$ cat src/rtl/display_share_arbiter.sv
// ---------------------------------------------------------------------------
// display_share_arbiter
//
// Shares one 4-digit seven-segment display between two requesters. The
// display is granted round-robin. A grant is held for at least DWELL cycles
// before it can pass to the other requester, so the shown value never
// flickers between sources. The granted source's 16-bit value is forwarded
// to the digit-scan mux with a per-digit enable mask. The mask can blank
// leading zero digits.
//
// Parameters
//   DWELL     minimum number of cycles a grant is held (>= 2)
//   CNT_W     dwell counter width, 2**CNT_W > DWELL
//
// Ports
//   clk        system clock, rising edge
//   rst        asynchronous reset, active low
//   req[1:0]   level requests, held high while the display is wanted
//   data0      requester 0 value, digit k is nibble k (digit 0 = [3:0])
//   data1      requester 1 value, same layout
//   blank_lz   1 = blank leading zero digits
//   gnt[1:0]   one-hot grant, 00 when idle
//   disp_data  nibbles to the display mux
//   disp_en    per-digit enable, 1 = digit lit
//   busy       high whenever gnt != 00
//   done[1:0]  one-cycle pulse when requester i loses its grant
// ---------------------------------------------------------------------------
module display_share_arbiter #(
  parameter int DWELL = 1024,
  parameter int CNT_W = 16
) (
  input  logic        clk,
  input  logic        rst,
  input  logic [1:0]  req,
  input  logic [15:0] data0,
  input  logic [15:0] data1,
  input  logic        blank_lz,
  output logic [1:0]  gnt,
  output logic [15:0] disp_data,
  output logic [3:0]  disp_en,
  output logic        busy,
  output logic [1:0]  done
);

  typedef enum logic {
    IDLE = 1'b0,
    SHOW = 1'b1
  } state_t;

  localparam logic [CNT_W-1:0] CNT_MAX = CNT_W'(DWELL - 1);

  state_t           state;
  logic [CNT_W-1:0] cnt;
  logic             last;   // requester that most recently lost the grant
  logic             cur;    // requester holding the grant while in SHOW

  // Digit k (k >= 1) is lit when any nibble at or above k is non-zero.
  // Digit 0 is always lit, so a zero value still shows a single "0".
  function automatic logic [3:0] lz_mask(input logic [15:0] v, input logic blank);
    logic [3:0] m;
    // NOTE: every path assigns m before use, so no storage is implied.
    m = 4'b1111;
    if (blank) begin
      m[3] = |v[15:12];
      m[2] = m[3] | (|v[11:8]);
      m[1] = m[2] | (|v[7:4]);
      m[0] = 1'b1;
    end
    return m;
  endfunction

  function automatic logic [1:0] onehot(input logic idx);
    return idx ? 2'b10 : 2'b01;
  endfunction

  logic        oth;
  logic        idle_pick;
  logic        release_g;
  logic        expire;
  logic        hand_over;
  logic        load_idx;
  logic [15:0] load_val;
  logic [3:0]  load_en;

  assign oth = ~cur;

  // From IDLE the non-last requester wins if it asks. Otherwise the only
  // asking requester wins, which must then be 'last'.
  assign idle_pick = req[~last] ? ~last : last;

  // A release wins at any counter value. A hand-over on expiry needs the
  // other side to be asking, otherwise the grant stays saturated.
  assign release_g = (state == SHOW) && !req[cur];
  assign expire    = (state == SHOW) && req[cur] && (cnt == CNT_MAX);
  assign hand_over = (release_g || expire) && req[oth];

  // The select is always a known register bit. An X on the non-granted
  // data input therefore never reaches disp_data or disp_en.
  assign load_idx = (state == IDLE) ? idle_pick : (hand_over ? oth : cur);
  assign load_val = load_idx ? data1 : data0;
  assign load_en  = lz_mask(load_val, blank_lz);

  // NOTE: sequential state uses non-blocking assignments only. All
  // registers then update together on the clock edge.
  always_ff @(posedge clk or negedge rst) begin
    if (!rst) begin
      state     <= IDLE;
      cnt       <= '0;
      last      <= 1'b1;
      cur       <= 1'b0;
      gnt       <= 2'b00;
      disp_data <= 16'h0000;
      disp_en   <= 4'b0000;
      busy      <= 1'b0;
      done      <= 2'b00;
    end else begin
      done <= 2'b00;
      case (state)
        IDLE: begin
          if (|req) begin
            state     <= SHOW;
            cur       <= idle_pick;
            gnt       <= onehot(idle_pick);
            busy      <= 1'b1;
            cnt       <= '0;
            disp_data <= load_val;
            disp_en   <= load_en;
          end
        end

        SHOW: begin
          if (release_g || hand_over) begin
            done <= onehot(cur);
            last <= cur;
          end

          if (hand_over) begin
            cur       <= oth;
            gnt       <= onehot(oth);
            cnt       <= '0;
            disp_data <= load_val;
            disp_en   <= load_en;
          end else if (release_g) begin
            state     <= IDLE;
            gnt       <= 2'b00;
            busy      <= 1'b0;
            disp_data <= 16'h0000;
            disp_en   <= 4'b0000;
          end else begin
            // Live tracking of the granted source. The counter saturates.
            if (cnt != CNT_MAX) cnt <= cnt + 1'b1;
            disp_data <= load_val;
            disp_en   <= load_en;
          end
        end

        default: state <= IDLE;
      endcase
    end
  end

endmodule

$ cat config.mk
export PLATFORM = sky130hd
export DESIGN_NAME = display_share_arbiter
export DESIGN_NICKNAME = d
export VERILOG_FILES = /design/src/rtl/display_share_arbiter.sv
export SDC_FILE = /design/constraint.sdc
export NUM_CORES = 1
export LEC_CHECK = 0
export CAP_MARGIN = 15
export CORE_UTILIZATION = 25
export CTS_CLUSTER_SIZE = 12
export DETAILED_ROUTE_END_ITERATION = 10
export PLACE_DENSITY = 0.52
export REMOVE_ABC_BUFFERS = 1
export SLEW_MARGIN = 40
export SYNTH_ARGS = -nofsm -noshare
export SYNTH_HDL_FRONTEND = slang
export SYNTH_SLANG_ARGS = --single-unit
export TNS_END_PERCENT = 20
$ cat constraint.sdc
create_clock -name clk -period 3.5 [get_ports clk]
set_input_delay 0.7 -clock clk [delete_from_list [all_inputs] [get_ports clk]]
set_output_delay 0.7 -clock clk [all_outputs]
set_load 0.02 [all_outputs]
After elaboration in Yosys (flattened, before gate mapping)
Cells that the tools add are included.
{ "totals": {"ff_bits": 44, "input_bits": 37} }
{ "classes": {"add_sub_neg": 1, "n_lt_le_gt_ge": 3, "eq_ne": 8, "mux": 43, "bitwise_logic": 5, "n_reduce_logical": 15} }
{ "ops": {"columns": ["cell", "count"], "rows": [
  ["two-way mux 16 bit", 8],
  ["case mux 16 bit (2 select lines)", 2],
  ["adder 16 x 1 -> 16 bit, second input constant", 1],
  ["equality test 16 x 10 -> 1 bit, second input constant", 1],
  ["two-way mux 1 bit", 16],
  ["two-way mux 2 bit", 8],
  ["two-way mux 4 bit", 4],
  ["!= test 16 x 10 -> 1 bit, second input constant", 1],
  ["OR reduction 4 bit", 3],
  ["case mux 4 bit (2 select lines)", 1],
  ["less-than comparator 1 x 2 -> 1 bit, second input constant", 3],
  ["!= test 3 x 1 -> 1 bit, second input constant", 2],
  ["case mux 1 bit (2 select lines)", 3],
  ["AND reduction 3 bit", 2],
  ["logical AND 1 bit", 4],
  ["!= test 2 x 1 -> 1 bit, second input constant", 2],
  ["case mux 2 bit (2 select lines)", 1],
  ["AND reduction 2 bit", 2],
  ["!= test 3 x 2 -> 1 bit, second input constant", 1],
  ["NOT 1 bit", 3],
  ["logical OR 1 bit", 2],
  ["!= test 2 bit, second input constant", 1],
  ["bitwise OR 1 bit", 2],
  ["OR reduction 2 bit", 1],
  ["zero test 1 bit", 1]
]} }

Logic depth before layout (Yosys ltp)
{ "logic_depth": {"depth_word": 16, "depth_mapped": 14, "ltp_nobuf": 10} }

Least setup slack after synthesis
Ideal clock, no wire load.
{ "synth_timing": {"path_type": "register to register", "startpoint": "register cnt[11]", "endpoint": "register disp_en[1]", "setup_ps": 135, "arrival_ps": 2922, "slack_ps": 442, "stages_incl_launch_ff": 14, "cell_sequence": "dfrtp_1 -> or4_4 -> nor4_4 -> buf_6 -> buf_4 -> nor2_1 -> nor3b_2 -> ha_1 -> nand2b_1 -> o31a_1 -> buf_2 -> buf_2 -> o211ai_1 -> o211ai_1"} }
{ "synth_between": {"elab_chain_cells": 14, "word_cells_on_any_way": 17, "classes_between": "eq/ne (1); mux (8); bitwise (2); reduce/logical (6)"} }
{ "synth_rtl": {"columns": ["item", "line_no", "text"], "rows": [
  ["start: declaration", "53", "logic [CNT_W-1:0] cnt;"],
  ["start signal: assignment", "151", "if (cnt != CNT_MAX) cnt <= cnt + 1'b1;"],
  ["equality test 16 x 10 -> 1 bit *", "94", "assign expire = (state == SHOW) && req[cur] && (cnt == CNT_MAX);"],
  ["logical AND 1 bit *", "94", null],
  ["logical OR 1 bit *", "95", "assign hand_over = (release_g || expire) && req[oth];"],
  ["logical AND 1 bit *", "95", null],
  ["two-way mux 1 bit", null, null],
  ["two-way mux 1 bit", "99", "assign load_idx = (state == IDLE) ? idle_pick : (hand_over ? oth : cur);"],
  ["two-way mux 16 bit", "100", "assign load_val = load_idx ? data1 : data0;"],
  ["OR reduction 4 bit, on equally long branches", "64, 65", null],
  ["bitwise OR 1 bit", "65", "m[2] = m[3] | (|v[11:8]);"],
  ["bitwise OR 1 bit", "66", "m[1] = m[2] | (|v[7:4]);"],
  ["two-way mux 4 bit", "63", "if (blank) begin"],
  ["two-way mux 4 bit", "143", "end else if (release_g) begin"],
  ["two-way mux 4 bit", "137", "if (hand_over) begin"],
  ["case mux 4 bit (2 select lines) *", "118", "case (state)"],
  ["end signal: assignment", "127", "disp_en <= load_en;"],
  ["end signal: assignment", "142", "disp_en <= load_en;"],
  ["end signal: assignment", "153", "disp_en <= load_en;"],
  ["end: declaration", "40", "output logic [3:0] disp_en,"]
]} }
Mark *: on every way between the ends. The rest lies on a longest branch, timed or not. The select of a mux whose other input is x is not followed.
A chain may end at the register's enable or synchronous reset.

Worst setup path in the final report
{ "layout_timing": {"startpoint": "register cnt[10]", "endpoint": "register disp_data[3]"} }
{ "layout_between": {"elab_chain_cells": 10, "word_cells_on_any_way": 11, "classes_between": "eq/ne (1); mux (7); reduce/logical (3)"} }
{ "layout_rtl": {"columns": ["item", "line_no", "text"], "rows": [
  ["equality test 16 x 10 -> 1 bit *", "94", null],
  ["logical AND 1 bit *", "94", null],
  ["logical OR 1 bit *", "95", null],
  ["logical AND 1 bit *", "95", null],
  ["two-way mux 1 bit", null, null],
  ["two-way mux 1 bit", "99", null],
  ["two-way mux 16 bit", "100", null],
  ["two-way mux 16 bit", "143", null],
  ["two-way mux 16 bit", "137", null],
  ["case mux 16 bit (2 select lines) *", "118", null],
  ["end signal: assignment", "126", "disp_data <= load_val;"],
  ["end signal: assignment", "141", "disp_data <= load_val;"],
  ["end signal: assignment", "152", "disp_data <= load_val;"],
  ["end: declaration", "39", "output logic [15:0] disp_data,"]
]} }
Marked as above.

==> flow_summary.json <==
{
  "status": "complete, no violations",
  "slowest_stage": "or4_4",
  "placed_cells": 452,
  "cp.depth": 9,
  "grt-busiest-layer": "met2",
  "crit_arrival_ns": 3.11,
  "drc": 0,
  "cts_buffers": 5,
  "ys_seq_area_share_pct": 43.0,
  "multi_input_area_um2": 1350,
  "synth-async-reset-ratio_pct": 100,
  "areaGrowthSynthToFinish_pct": 32.6,
  "stdcell_count": 459,
  "timing.rr.end": "disp_data[3]",
  "fin_crit_ns": 2.95,
  "met3_usage_pct": 4.17,
  "post-route-period-util_pct": 84.3,
  "nFillCells": 1023,
  "worstMarginPinSlew_ns": 0.580,
  "max_freq_ghz": 0.339,
  "min_path_type": "in2async",
  "antenna_cells": 0,
  "wl_per_cell_um": 14.4,
  "cp_cell_sequence": "or4_4 > nor4_4 > nor2_1 > nor3b_2 > ha_1 > nand2b_1 > o31a_2 > mux2i_1 > o21ai_0",
  "cts_setup_buffers": 0,
  "cts_tree": "built",
  "use_met2_pct": 22.0,
  "synth_edf_count": 0,
  "antenna_found_initial": 0,
  "startpoint_type": "flip-flop",
  "r2r_cells": 9,
  "cts_num_sinks": 44,
  "grt_pass1_vias": 2291,
  "critical_path.top_delay_family": "simple AND/OR/NAND/NOR gates",
  "port_buffers": 61,
  "dr.pass1.iters": 4,
  "reg2reg_slack_ns": 0.55,
  "die_width_um": 103,
  "row_count": 36,
  "grt_pass1_wl_um": 11100,
  "core_um2": 9860,
  "nets": 366,
  "root_buffer": "clkbuf_8",
  "drt_iter0_drc": 104,
  "p_int_uw": 1100,
  "vias_per_cell": 5.02,
  "p_switching_uw": 629,
  "hold_viol": 0,
  "clock_skew_ns": 0.00667,
  "ant_nets": 0,
  "yosysMostFrequentCell": "dfrtp_1",
  "critPathKind": "reg2reg",
  "synth.area.top_cells": "dfrtp_1, mux2i_1, nand3b_1",
  "vias": 2302,
  "cp.required_ns": 3.66,
  "gp_congestion": 0.800,
  "seq_power_share_pct": 40.7,
  "power_frac_comb_pct": 41.4,
  "die_y_um": 103,
  "ys_seq_elements": 44,
  "ys_top_cells_by_count": "dfrtp_1, o21ai_0, mux2i_1, nand3b_1, a21oi_1",
  "syn_inst": 268,
  "rsz0062_at_grt": "false",
  "post_dp_cell_area_um2": 3320,
  "startpoint": "cnt[10]",
  "p_leak_uw": 0.00129,
  "max_slew_margin_pct": 61.4,
  "syn_avg_cell_area_um2": 9.57,
  "crit_path_end_kind": "flip-flop",
  "setup_viol": 0,
  "endpoint": "disp_data[3]",
  "syn-cell-area_um2": 2560,
  "slew_violations": 0,
  "sw_frac_of_total_pct": 36.4,
  "holdBufCountCts": 0,
  "synth_top_cell_area_share_pct": 42.0,
  "ios": 62,
  "reg2reg_from": "cnt[10]",
  "clock_latency_ns": 0.29,
  "final_layout_size_suffix_gt1_share_pct": 8.28,
  "synth_flop_cell": "dfrtp_1",
  "post-route-cell-area_um2": 3400,
  "grt_usage_pct": 13.3,
  "clockBufferDepth": 2,
  "cp_slowest_stage_delay_ns": 0.58,
  "peakVddDrop_mv": 0.188,
  "yosysWarnings": 0,
  "critPathMaxFanout": 18,
  "cts_resized": 0,
  "final_core_util_pct": 34.5,
  "power.density_nw_per_um2": 508,
  "total_power_uw": 1730,
  "yosysTopAreaCell": "dfrtp_1",
  "maxCapViolations": 0,
  "grt_start_max_net_pins": 45,
  "use_met1_pct": 17.0,
  "clk_pin_slew_ns": 0.08,
  "ff_latch_area_um2": 1100,
  "synth_cell_types": 47,
  "worst-path-buf-inv": 0,
  "initial_utilization_pct": 26.0,
  "cts_max_level": 2,
  "finalWirelength_um": 6590,
  "setup_tns_ns": 0,
  "dpl.hpwl_um": 4570,
  "pwr-share-clk_pct": 17.9,
  "grt.overflow.total": 0,
  "dieArea_um2": 10700
}
logic make-up after synthesis:
group,count (synthesis),synth area share [%]
mux,23,9.08
compound gates,73,17.8
fa+ha+maj,3,1.46
flops,44,43.0
xor+xnor,1,0.342
simple gates,96,23.5
buf+inv,28,4.83
final cells by class:
| type | count | share of cell area, % |
|---|---|---|
| Multi-Input combinational cell | 196 | 39.6 |
| Timing Repair Buffer | 69 | 19.7 |
| Clock inverter | 1 | 0.147 |
| Inverter | 10 | 1.10 |
| Tap cell | 133 | 4.90 |
| Sequential cell | 44 | 32.4 |
| Clock buffer | 6 | 2.13 |
state kept, by name, indices dropped and copies added (netlist names):
register   cells
cnt           16
disp_data     16
gnt            2
disp_en        4
state          1
done           2
last           1
cur            1
busy           1
stage by stage:
step | worst slack (ns) | hold WS [ns]
detailed placement | 0.471 | 0.479
finish | 0.548 | 0.401
global placement | 0.135 | 0.473
floorplan | 0.140 | 0.404
global route | 0.333 | 0.447
CTS | 0.562 | 0.431
how the worst min path moves through the flow:
stage | from | slack [ns] | cells past startpoint | endpoint
6_report | rst | 0.40 | 1 | cnt[15]
5_1_grt | rst | 0.45 | 1 | cnt[10]
4_1_cts | rst | 0.43 | 1 | gnt[0]
3_5_place_dp | disp_en[2] | 0.48 | 2 | disp_en[2]
3_3_place_gp | disp_en[2] | 0.47 | 2 | disp_en[2]
2_1_floorplan | rst | 0.40 | 0 | busy
per-layer routing:
layer	up-vias	part of all wire [%]
met5	-	0
li1	1130	-
met4	0	0.85
met2	60	45
met3	7	6.8
met1	1105	47
power by group through the flow:
stage | Clock [µW] | Sequential (µW) | Combinational (µW)
after floorplan | 0 | 788 | 329
after global placement | 0 | 711 | 722
after detailed placement | 0 | 712 | 724
after CTS | 322 | 705 | 727
after global routing | 343 | 720 | 783
final | 308 | 703 | 716
worst register-to-register path: stages, from the launching register on:
cell,delay (ns)
dfrtp_1,0.48
or4_4,0.58
nor4_4,0.29
nor2_1,0.09
nor3b_2,0.22
ha_1,0.14
nand2b_1,0.13
o31a_2,0.52
mux2i_1,0.28
o21ai_0,0.10
placed cells by master, fill, tap and decap left out, drive strengths merged, types with 4 or more instances in the layout:
master         synthesis  layout
clkdlybuf4s50          0      60
dfrtp                 43      43
o21ai                 23      23
mux2i                 21      21
nand3b                21      21
a21oi                 20      20
nand2                 12      12
nor2                  11      11
inv                   10      10
o31ai                  9       9
buf                   10       9
or4                    9       9
nor4                   9       9
nand3                  8       8
clkbuf                 8       6
nand4                  5       5
nand2b                 4       4
or3                    4       4
o211ai                 4       4
No activity file was read; power rests on OpenSTA's default activity.
